`src/rtl/traffic_pkg.sv`:
```
// Shared types and constants for the traffic light controller datapath.
package traffic_pkg;

  localparam int NUM_LANES = 4;
  localparam int DELAY_W   = 4;

  typedef logic [DELAY_W-1:0] delay_t;

endpackage

```
`src/rtl/sensor_sync_edge.sv`:
```
// Two-flop synchronizer for one raw lane sensor, followed by a rising-edge detector.
module sensor_sync_edge (
  input  logic clk,
  input  logic reset,
  input  logic din,
  output logic rise
);

  logic sync1_r;
  logic sync2_r;
  logic prev_r;

  // Synchronizer chain plus previous-value register; runs regardless of enable.
  always_ff @(posedge clk or negedge reset) begin
    if (!reset) begin
      sync1_r <= 1'b0;
      sync2_r <= 1'b0;
      prev_r  <= 1'b0;
    end else begin
      sync1_r <= din;
      sync2_r <= sync1_r;
      prev_r  <= sync2_r;
    end
  end

  assign rise = sync2_r & ~prev_r;

endmodule

```
`src/rtl/lane_delay_calc.sv`:
```
// Counts vehicle pulses per lane over a fixed window of enabled cycles and
// converts each count into a clamped green-phase delay for the phase timer.
module lane_delay_calc
  import traffic_pkg::*;
#(
  parameter int     WINDOW_CYCLES = 256,
  parameter int     CNT_W         = 8,
  parameter int     SHIFT         = 1,
  parameter delay_t MIN_DELAY     = 4'd2,
  parameter delay_t MAX_DELAY     = 4'd9,
  parameter delay_t DEFAULT_DELAY = 4'd3
) (
  input  logic                 clk,
  input  logic                 reset,
  input  logic                 enable,
  input  logic [NUM_LANES-1:0] sensor,
  output logic [DELAY_W-1:0]   delay1,
  output logic [DELAY_W-1:0]   delay2,
  output logic [DELAY_W-1:0]   delay3,
  output logic [DELAY_W-1:0]   delay4,
  output logic                 update,
  output logic [NUM_LANES-1:0] sat
);

  localparam int WIN_W = $clog2(WINDOW_CYCLES);
  // Extra headroom so MIN_DELAY + shifted count can never wrap before the clamp.
  localparam int RAW_W = (CNT_W + 1 > DELAY_W + 1) ? CNT_W + 1 : DELAY_W + 1;
  localparam logic [WIN_W-1:0] LAST_WIN = WIN_W'(WINDOW_CYCLES - 1);
  localparam logic [CNT_W-1:0] CNT_MAX  = {CNT_W{1'b1}};

  logic [WIN_W-1:0]     win_cnt_r;
  logic [NUM_LANES-1:0] edge_s;
  logic [NUM_LANES-1:0] bump_s;
  logic [CNT_W-1:0]     cnt_r     [NUM_LANES];
  logic [CNT_W-1:0]     cnt_nxt_s [NUM_LANES];
  logic [NUM_LANES-1:0] flag_r;
  logic [NUM_LANES-1:0] flag_nxt_s;
  logic [RAW_W-1:0]     raw_s     [NUM_LANES];
  delay_t               dly_nxt_s [NUM_LANES];
  delay_t               dly_r     [NUM_LANES];
  logic                 terminal_s;
  logic                 update_r;
  logic [NUM_LANES-1:0] sat_r;

  for (genvar g = 0; g < NUM_LANES; g++) begin : g_lane
    sensor_sync_edge u_sync (
      .clk   (clk),
      .reset (reset),
      .din   (sensor[g]),
      .rise  (edge_s[g])
    );
  end

  // Next lane counts (including a terminal-cycle edge) and their converted delays.
  always_comb begin
    terminal_s = enable && (win_cnt_r == LAST_WIN);
    bump_s     = {NUM_LANES{1'b0}};
    flag_nxt_s = flag_r;
    for (int i = 0; i < NUM_LANES; i++) begin
      bump_s[i] = enable && edge_s[i] && (cnt_r[i] != CNT_MAX);
      if (bump_s[i]) begin
        cnt_nxt_s[i] = cnt_r[i] + CNT_W'(1);
      end else begin
        cnt_nxt_s[i] = cnt_r[i];
      end
      flag_nxt_s[i] = flag_r[i] | (cnt_nxt_s[i] == CNT_MAX);
      raw_s[i]      = RAW_W'(MIN_DELAY) + RAW_W'(cnt_nxt_s[i] >> SHIFT);
      if (raw_s[i] > RAW_W'(MAX_DELAY)) begin
        dly_nxt_s[i] = MAX_DELAY;
      end else begin
        dly_nxt_s[i] = raw_s[i][DELAY_W-1:0];
      end
    end
  end

  // Window counter: advances only on enabled cycles and wraps after the terminal cycle.
  always_ff @(posedge clk or negedge reset) begin
    if (!reset) begin
      win_cnt_r <= {WIN_W{1'b0}};
    end else if (terminal_s) begin
      win_cnt_r <= {WIN_W{1'b0}};
    end else if (enable) begin
      win_cnt_r <= win_cnt_r + WIN_W'(1);
    end else begin
      win_cnt_r <= win_cnt_r;
    end
  end

  // Saturating lane counters and flags; the terminal cycle hands off and clears them.
  always_ff @(posedge clk or negedge reset) begin
    if (!reset) begin
      flag_r <= {NUM_LANES{1'b0}};
      for (int i = 0; i < NUM_LANES; i++) begin
        cnt_r[i] <= {CNT_W{1'b0}};
      end
    end else if (terminal_s) begin
      flag_r <= {NUM_LANES{1'b0}};
      for (int i = 0; i < NUM_LANES; i++) begin
        cnt_r[i] <= {CNT_W{1'b0}};
      end
    end else begin
      flag_r <= flag_nxt_s;
      for (int i = 0; i < NUM_LANES; i++) begin
        cnt_r[i] <= cnt_nxt_s[i];
      end
    end
  end

  // Output registers hold the last completed window's results.
  always_ff @(posedge clk or negedge reset) begin
    if (!reset) begin
      update_r <= 1'b0;
      sat_r    <= {NUM_LANES{1'b0}};
      for (int i = 0; i < NUM_LANES; i++) begin
        dly_r[i] <= DEFAULT_DELAY;
      end
    end else if (terminal_s) begin
      update_r <= 1'b1;
      sat_r    <= flag_nxt_s;
      for (int i = 0; i < NUM_LANES; i++) begin
        dly_r[i] <= dly_nxt_s[i];
      end
    end else begin
      update_r <= 1'b0;
      sat_r    <= sat_r;
      for (int i = 0; i < NUM_LANES; i++) begin
        dly_r[i] <= dly_r[i];
      end
    end
  end

  assign delay1 = dly_r[0];
  assign delay2 = dly_r[1];
  assign delay3 = dly_r[2];
  assign delay4 = dly_r[3];
  assign update = update_r;
  assign sat    = sat_r;

endmodule

```
`config.mk`:
```
export PLATFORM = sky130hd
export DESIGN_NAME = lane_delay_calc
export DESIGN_NICKNAME = d
export VERILOG_FILES = /design/src/rtl/traffic_pkg.sv /design/src/rtl/sensor_sync_edge.sv /design/src/rtl/lane_delay_calc.sv
export SDC_FILE = /design/constraint.sdc
export NUM_CORES = 1
export LEC_CHECK = 0
export CAP_MARGIN = 25
export CORE_ASPECT_RATIO = 1.4
export CORE_MARGIN = 3
export CORE_UTILIZATION = 50
export DETAILED_ROUTE_END_ITERATION = 16
export PLACE_DENSITY = 0.78
export SKIP_LAST_GASP = 1
export SLEW_MARGIN = 10
export SYNTH_ARGS = -nofsm -noshare
export SYNTH_HDL_FRONTEND = slang
export SYNTH_SLANG_ARGS = --single-unit
```
`constraint.sdc`:
```
create_clock -name clk -period 4.2 [get_ports clk]
set_clock_uncertainty 0.2 [all_clocks]
set_input_delay 0.63 -clock clk [delete_from_list [all_inputs] [get_ports clk]]
set_output_delay 0.63 -clock clk [all_outputs]
set_load 0.005 [all_outputs]
```
======== Word level (Yosys, flattened, before mapping) ========
Index checks and enable logic that the tools add are counted.
word-level totals
  bits of input ports ..................... 7
  logic and storage cells ................. 81
  output and inout bits ................... 21
  register bits ........................... 77
operators by class
  magnitude comparators ................... 4
  add/sub/neg operators ................... 9
  bitwise gates (word level) .............. 12
  reductions and logical operators ........ 10
  eq/ne operators ......................... 9
  muxes and demuxes ....................... 13
operator list
  kind                                                            number
  two-way mux 8 bit                                               6
  adder 8 x 1 -> 8 bit (second input constant)                    5
  == test 8 bit (second input constant)                           5
  adder 2 x 7 -> 8 bit (first input constant)                     4
  greater-than comparator 8 x 4 -> 1 bit (second input constant)  4
  two-way mux 32 bit                                              1
  inequality test 8 bit (second input constant)                   4
  two-way mux 4 bit                                               5
  logical AND 1 bit                                               9
  AND 1 bit                                                       4
  NOT 1 bit                                                       4
  OR 1 bit                                                        4
  nonzero test 2 bit                                              1
  two-way mux 1 bit                                               1

======== Longest topological paths before layout ========
  word-level depth ........................ 8
  depth in mapped cells ................... 12
  gate-level depth less buffers ........... 12

======== Hierarchy ========
A second synthesis with hierarchy kept.
second synthesis, totals
  cells, all modules ...................... 426
  area, all modules ....................... 4108.9 um^2
modules (own cells, without submodules)
  module            area each (um^2)  cells each  sequential area each (um^2)  times used
  lane_delay_calc   3753.6            410         1636.6                       1
  sensor_sync_edge  88.8              4           75.1                         4

======== Least setup slack after synthesis ========
No wires, ideal clock.
  path type ............................... register to register
  start point ............................. register cnt_r[16] (netlist name)
  end point ............................... register dly_r, in the netlist delay2[1]
  setup time .............................. 64 ps
  arrival time ............................ 2832 ps
  data required time ...................... 3936 ps
  path slack .............................. 1105 ps
  path buffers ............................ 0
  period minus slack after synthesis ...... 3095 ps
  stages on the path, launching flop included .. 10
  cell sequence ........................... dfrtp_1 ha_1 and4b_1 o21ai_0 inv_1 ha_1 o211a_1 o31a_1 a2111oi_2 a32o_1
on the way
  longest elaborated chain between the ends .. 6
  elaborated cells on any way between the ends .. 7
  those cells by class .................... add/sub: 2; order compare: 1; eq/ne: 1; mux: 2; reduce/logical: 1
ends and longest elaborated chain
  element                                                       line                    RTL
  from (decl)                                                   lane_delay_calc.sv:34   logic [CNT_W-1:0] cnt_r [NUM_LANES];
  from (signal, indexed assignment)                             lane_delay_calc.sv:94   cnt_r[i] <= {CNT_W{1'b0}};
  from (signal, indexed assignment)                             lane_delay_calc.sv:99   cnt_r[i] <= {CNT_W{1'b0}};
  from (signal, indexed assignment)                             lane_delay_calc.sv:104  cnt_r[i] <= cnt_nxt_s[i];
  branches (longest 2 deep; another with adder 8 x 1 -> 8 bit)  n/a
  two-way mux 8 bit *                                           lane_delay_calc.sv:61   if (bump_s[i]) begin
  adder 2 x 7 -> 8 bit *                                        lane_delay_calc.sv:67   raw_s[i] = RAW_W'(MIN_DELAY) + RAW_W'(cnt_nxt_s[i] >> SHIFT);
  greater-than comparator 8 x 4 -> 1 bit                        lane_delay_calc.sv:68   if (raw_s[i] > RAW_W'(MAX_DELAY)) begin
  two-way mux 4 bit *                                           lane_delay_calc.sv:68
  to (signal, indexed assignment)                               lane_delay_calc.sv:121  dly_r[i] <= dly_nxt_s[i];
  to (signal, indexed assignment)                               lane_delay_calc.sv:127  dly_r[i] <= dly_r[i];
  to (decl)                                                     lane_delay_calc.sv:40   delay_t dly_r [NUM_LANES];
Mark *: on every way between the ends.
A chain may end at the register's enable or synchronous reset.

======== Worst setup path in the final report ========
  start point ............................. input enable
  end point ............................... register dly_r, in the netlist delay4[3]
on the way
  longest elaborated chain between the ends .. 6
  elaborated cells on any way between the ends .. 7
  those cells by class .................... add/sub: 1; order compare: 1; mux: 2; reduce/logical: 3
ends and longest elaborated chain
  element                                 line                   RTL
  from (decl)                             lane_delay_calc.sv:15  input logic enable,
  logical AND 1 bit (2 in a row)          lane_delay_calc.sv:60  bump_s[i] = enable && edge_s[i] && (cnt_r[i] != CNT_MAX);
  two-way mux 8 bit                       lane_delay_calc.sv:61
  adder 2 x 7 -> 8 bit                    lane_delay_calc.sv:67
  greater-than comparator 8 x 4 -> 1 bit  lane_delay_calc.sv:68
  two-way mux 4 bit                       lane_delay_calc.sv:68
Parallel ways exist; a longest one is shown, timed or not.

==> qor.yml <==
floorplanning:
  dieArea_um2: 9370
  boundaryPins: 28
  rows: 38
  die_w_um: 82.7
  die_h_um: 113
  start_util_pct: 52.1
  core-area_um2: 7890
clocking:
  clockBufferDepth: 2
  cts_buffers: 9
  cts_resized: 0
  hold_buffers: 0
  clkTransAtPathRegs_ps: 70
  cts_root_buffer: "clkbuf_8"
  cts_setup_buffers: 0
  clock_latency_ps: 360
  h-tree-depth: 3
  cts_tree: "done"
  cts_sinks: 77
global_route:
  grt_pass1_wl_um: 14800
  first_global_vias: 3252
  antenna_found_initial: 0
  grt_start_max_net_pins: 78
  grt_usage_pct: 20.7
  grt_overflow: 0
cells_and_area:
  n_antenna_cell: 0
  multi_input_area_um2: 2040
  final_core_util_pct: 59.6
  area_growth_syn_to_layout_pct: 14.5
  register_area_um2: 1940
  fill_cells: 691
  final_cell_area_um2: 4710
  num-nets-final: 471
  final_cell_count_no_fill: 559
  drive_gt1_share_pct: 9.80
route:
  routed-via-count: 3252
  vias_per_cell: 5.82
  wl_met2_um: 4270
  wl_met1_um: 3670
  wl_per_cell_um: 15.4
  drt_drc_violations_left: 0
  maxUsedRoutingLayer: "met4"
  route.met3.wl_um: 334
  drtAntennaViolNets: 0
  wl_um: 8600
  dr.pass1.iters: 4
  drtIter0Drc: 209
place:
  dp_hpwl_um: 6000
  place.gp.congestion: 0.874
  place_area_um2: 4480
  dpl.cell_count: 543
  io_buffers: 27
critical_path:
  cpMaxStageDelayCell: "clkdlybuf4s50_1"
  crit_buf_inv: 2
  crit_chain: "clkdlybuf4s50_1 > nand3b_2 > nor3_1 > mux2i_1 > inv_1 > ha_1 > maj3_1 > o211ai_1 > a31oi_1 > nand3b_1 > o22a_1"
  critPathCaptureType: "flop"
  cp_data_arrival_time_ps: 3420
  cpLargestDelayFamily: "buffers and inverters"
  criticalPathCategory: "primary input to flop"
  start_kind: "primary input"
  crit_required_ps: 4250
  critPathMaxStageDelay_ps: 640
  worst-path-max-fanout: 8
power_and_ir_drop:
  total_power_uw: 2360
  leakage_uw: 0.00201
  power.density_nw_per_um2: 502
  peakVddDrop_uv: 355
sta:
  drv_slew: 0
  slew_headroom_pct: 37.3
  worst_pin_slew_ps: 941
  rsz0062_at_grt: "false"
  tns_ps: 0
  post-route-min-period_ps: 3370
  hold_viol: 0
  finalSetupViolCount: 0
  max_freq_ghz: 0.296
  finalCritPeriodShare_pct: 80.3
synthesis:
  synth_edf_count: 0
  ys.flop_type: "dfrtp_1"
  yosysTopAreaCell: "dfrtp_1"
  synth_fp_nets: 443
  netlist_top_cells_area: "dfrtp_1, nor2_1, dfstp_2"
  synth_top_cell_area_share_pct: 42.0
  seq_area_frac_synth_pct: 47.1
  avgSynthCellArea_um2: 9.65
  synthTopCellsByCount: "dfrtp_1, nor2_1, nand2_1"
  postSynthCellCount: 426
  yosysMostFrequentCell: "dfrtp_1"
  netlist_area_um2: 4110
  async_flop_share_pct: 100
  yosys_warnings: 0
  ys_seq_elements: 77
  synth_cell_types: 63
status:
  outcome: "finished, final reports clean"
hold_path:
  hold_class: "flop to flop"
run:
  drv_cap: 0
==> flip-flops by register name (all words and copies together) (netlist names) <==
| register | cells |
|---|---|
| g_lane.u_sync.sync2_r | 4 |
| sat | 4 |
| delay2 | 4 |
| cnt_r | 32 |
| delay1 | 4 |
| update | 1 |
| delay4 | 4 |
| delay3 | 4 |
| g_lane.u_sync.prev_r | 4 |
| g_lane.u_sync.sync1_r | 4 |
| win_cnt_r | 8 |
| flag_r | 4 |
==> per-layer routing <==
metal,vias up,GRT usage [%]
met5,-,0
met4,0,13.0
met3,29,4.38
met2,88,32.0
met1,1557,25.9
li1,1578,-
==> where the power goes <==
group	internal, uW	switching (uW)
Combinational	289	398
Clock	368	265
Sequential	869	173
==> cell families after synthesis <==
kind of cell / share of synthesized area [%]
AO/OA/AOI/OAI: 14.5
flip-flops: 47.1
XOR/XNOR: 3.41
multiplexers: 5.51
buffers and inverters: 3.26
adder cells (fa/ha/maj): 3.29
AND/OR/NAND/NOR: 23.0
==> worst paths after layout <==
check,startpoint,to,slack [ps],depth (start not counted)
setup / recovery,enable,delay4[3],830,11
hold / removal,g_lane[3].u_sync.sync1_r,g_lane[3].u_sync.sync2_r,150,0
setup reg to reg,cnt_r[16],delay2[3],920,11
hold reg to reg,g_lane[3].u_sync.sync1_r,g_lane[3].u_sync.sync2_r,150,0
max in group asynchronous,reset,cnt_r[3],2980,1
min in group asynchronous,reset,delay3[2],180,1
==> metrics by stage <==
stage | hold slack [ps] | setup WS, ps
detailed placement | 142 | 464
finish | 154 | 827
global route | 154 | 581
floorplan | 131 | 1100
CTS | 155 | 820
global placement | 136 | 541
==> final cells by class <==
type / count / area share [%]
clock buffers: 13 / 3.38
clock inverters: 3 / 1.44
inverters: 17 / 1.36
multi-input cells: 316 / 43.4
flip-flops and latches: 77 / 41.1
well taps: 100 / 2.66
repair buffers: 33 / 6.65
==> placed cells by master, fill, tap and decap left out, types with 3 or more instances in the layout <==
cell type,count
a22o_1,3
o21a_1,4
ha_1,10
mux2_2,5
nand2_1,36
xnor2_1,12
nor2_1,58
o211ai_1,5
and2_1,11
mux2i_1,17
a41oi_1,4
a21oi_1,13
dfrtp_1,69
a31oi_1,5
and4b_1,4
buf_4,7
nand4_1,9
clkbuf_8,11
nand3b_1,4
nand4b_1,3
nor3_1,9
nand3_1,17
xor2_1,4
nand2b_1,8
and3_1,7
o21ai_0,21
o21ai_1,3
clkdlybuf4s50_1,26
nor4_1,4
inv_1,17
dfstp_2,8
Power figures use the tool's default switching activity.
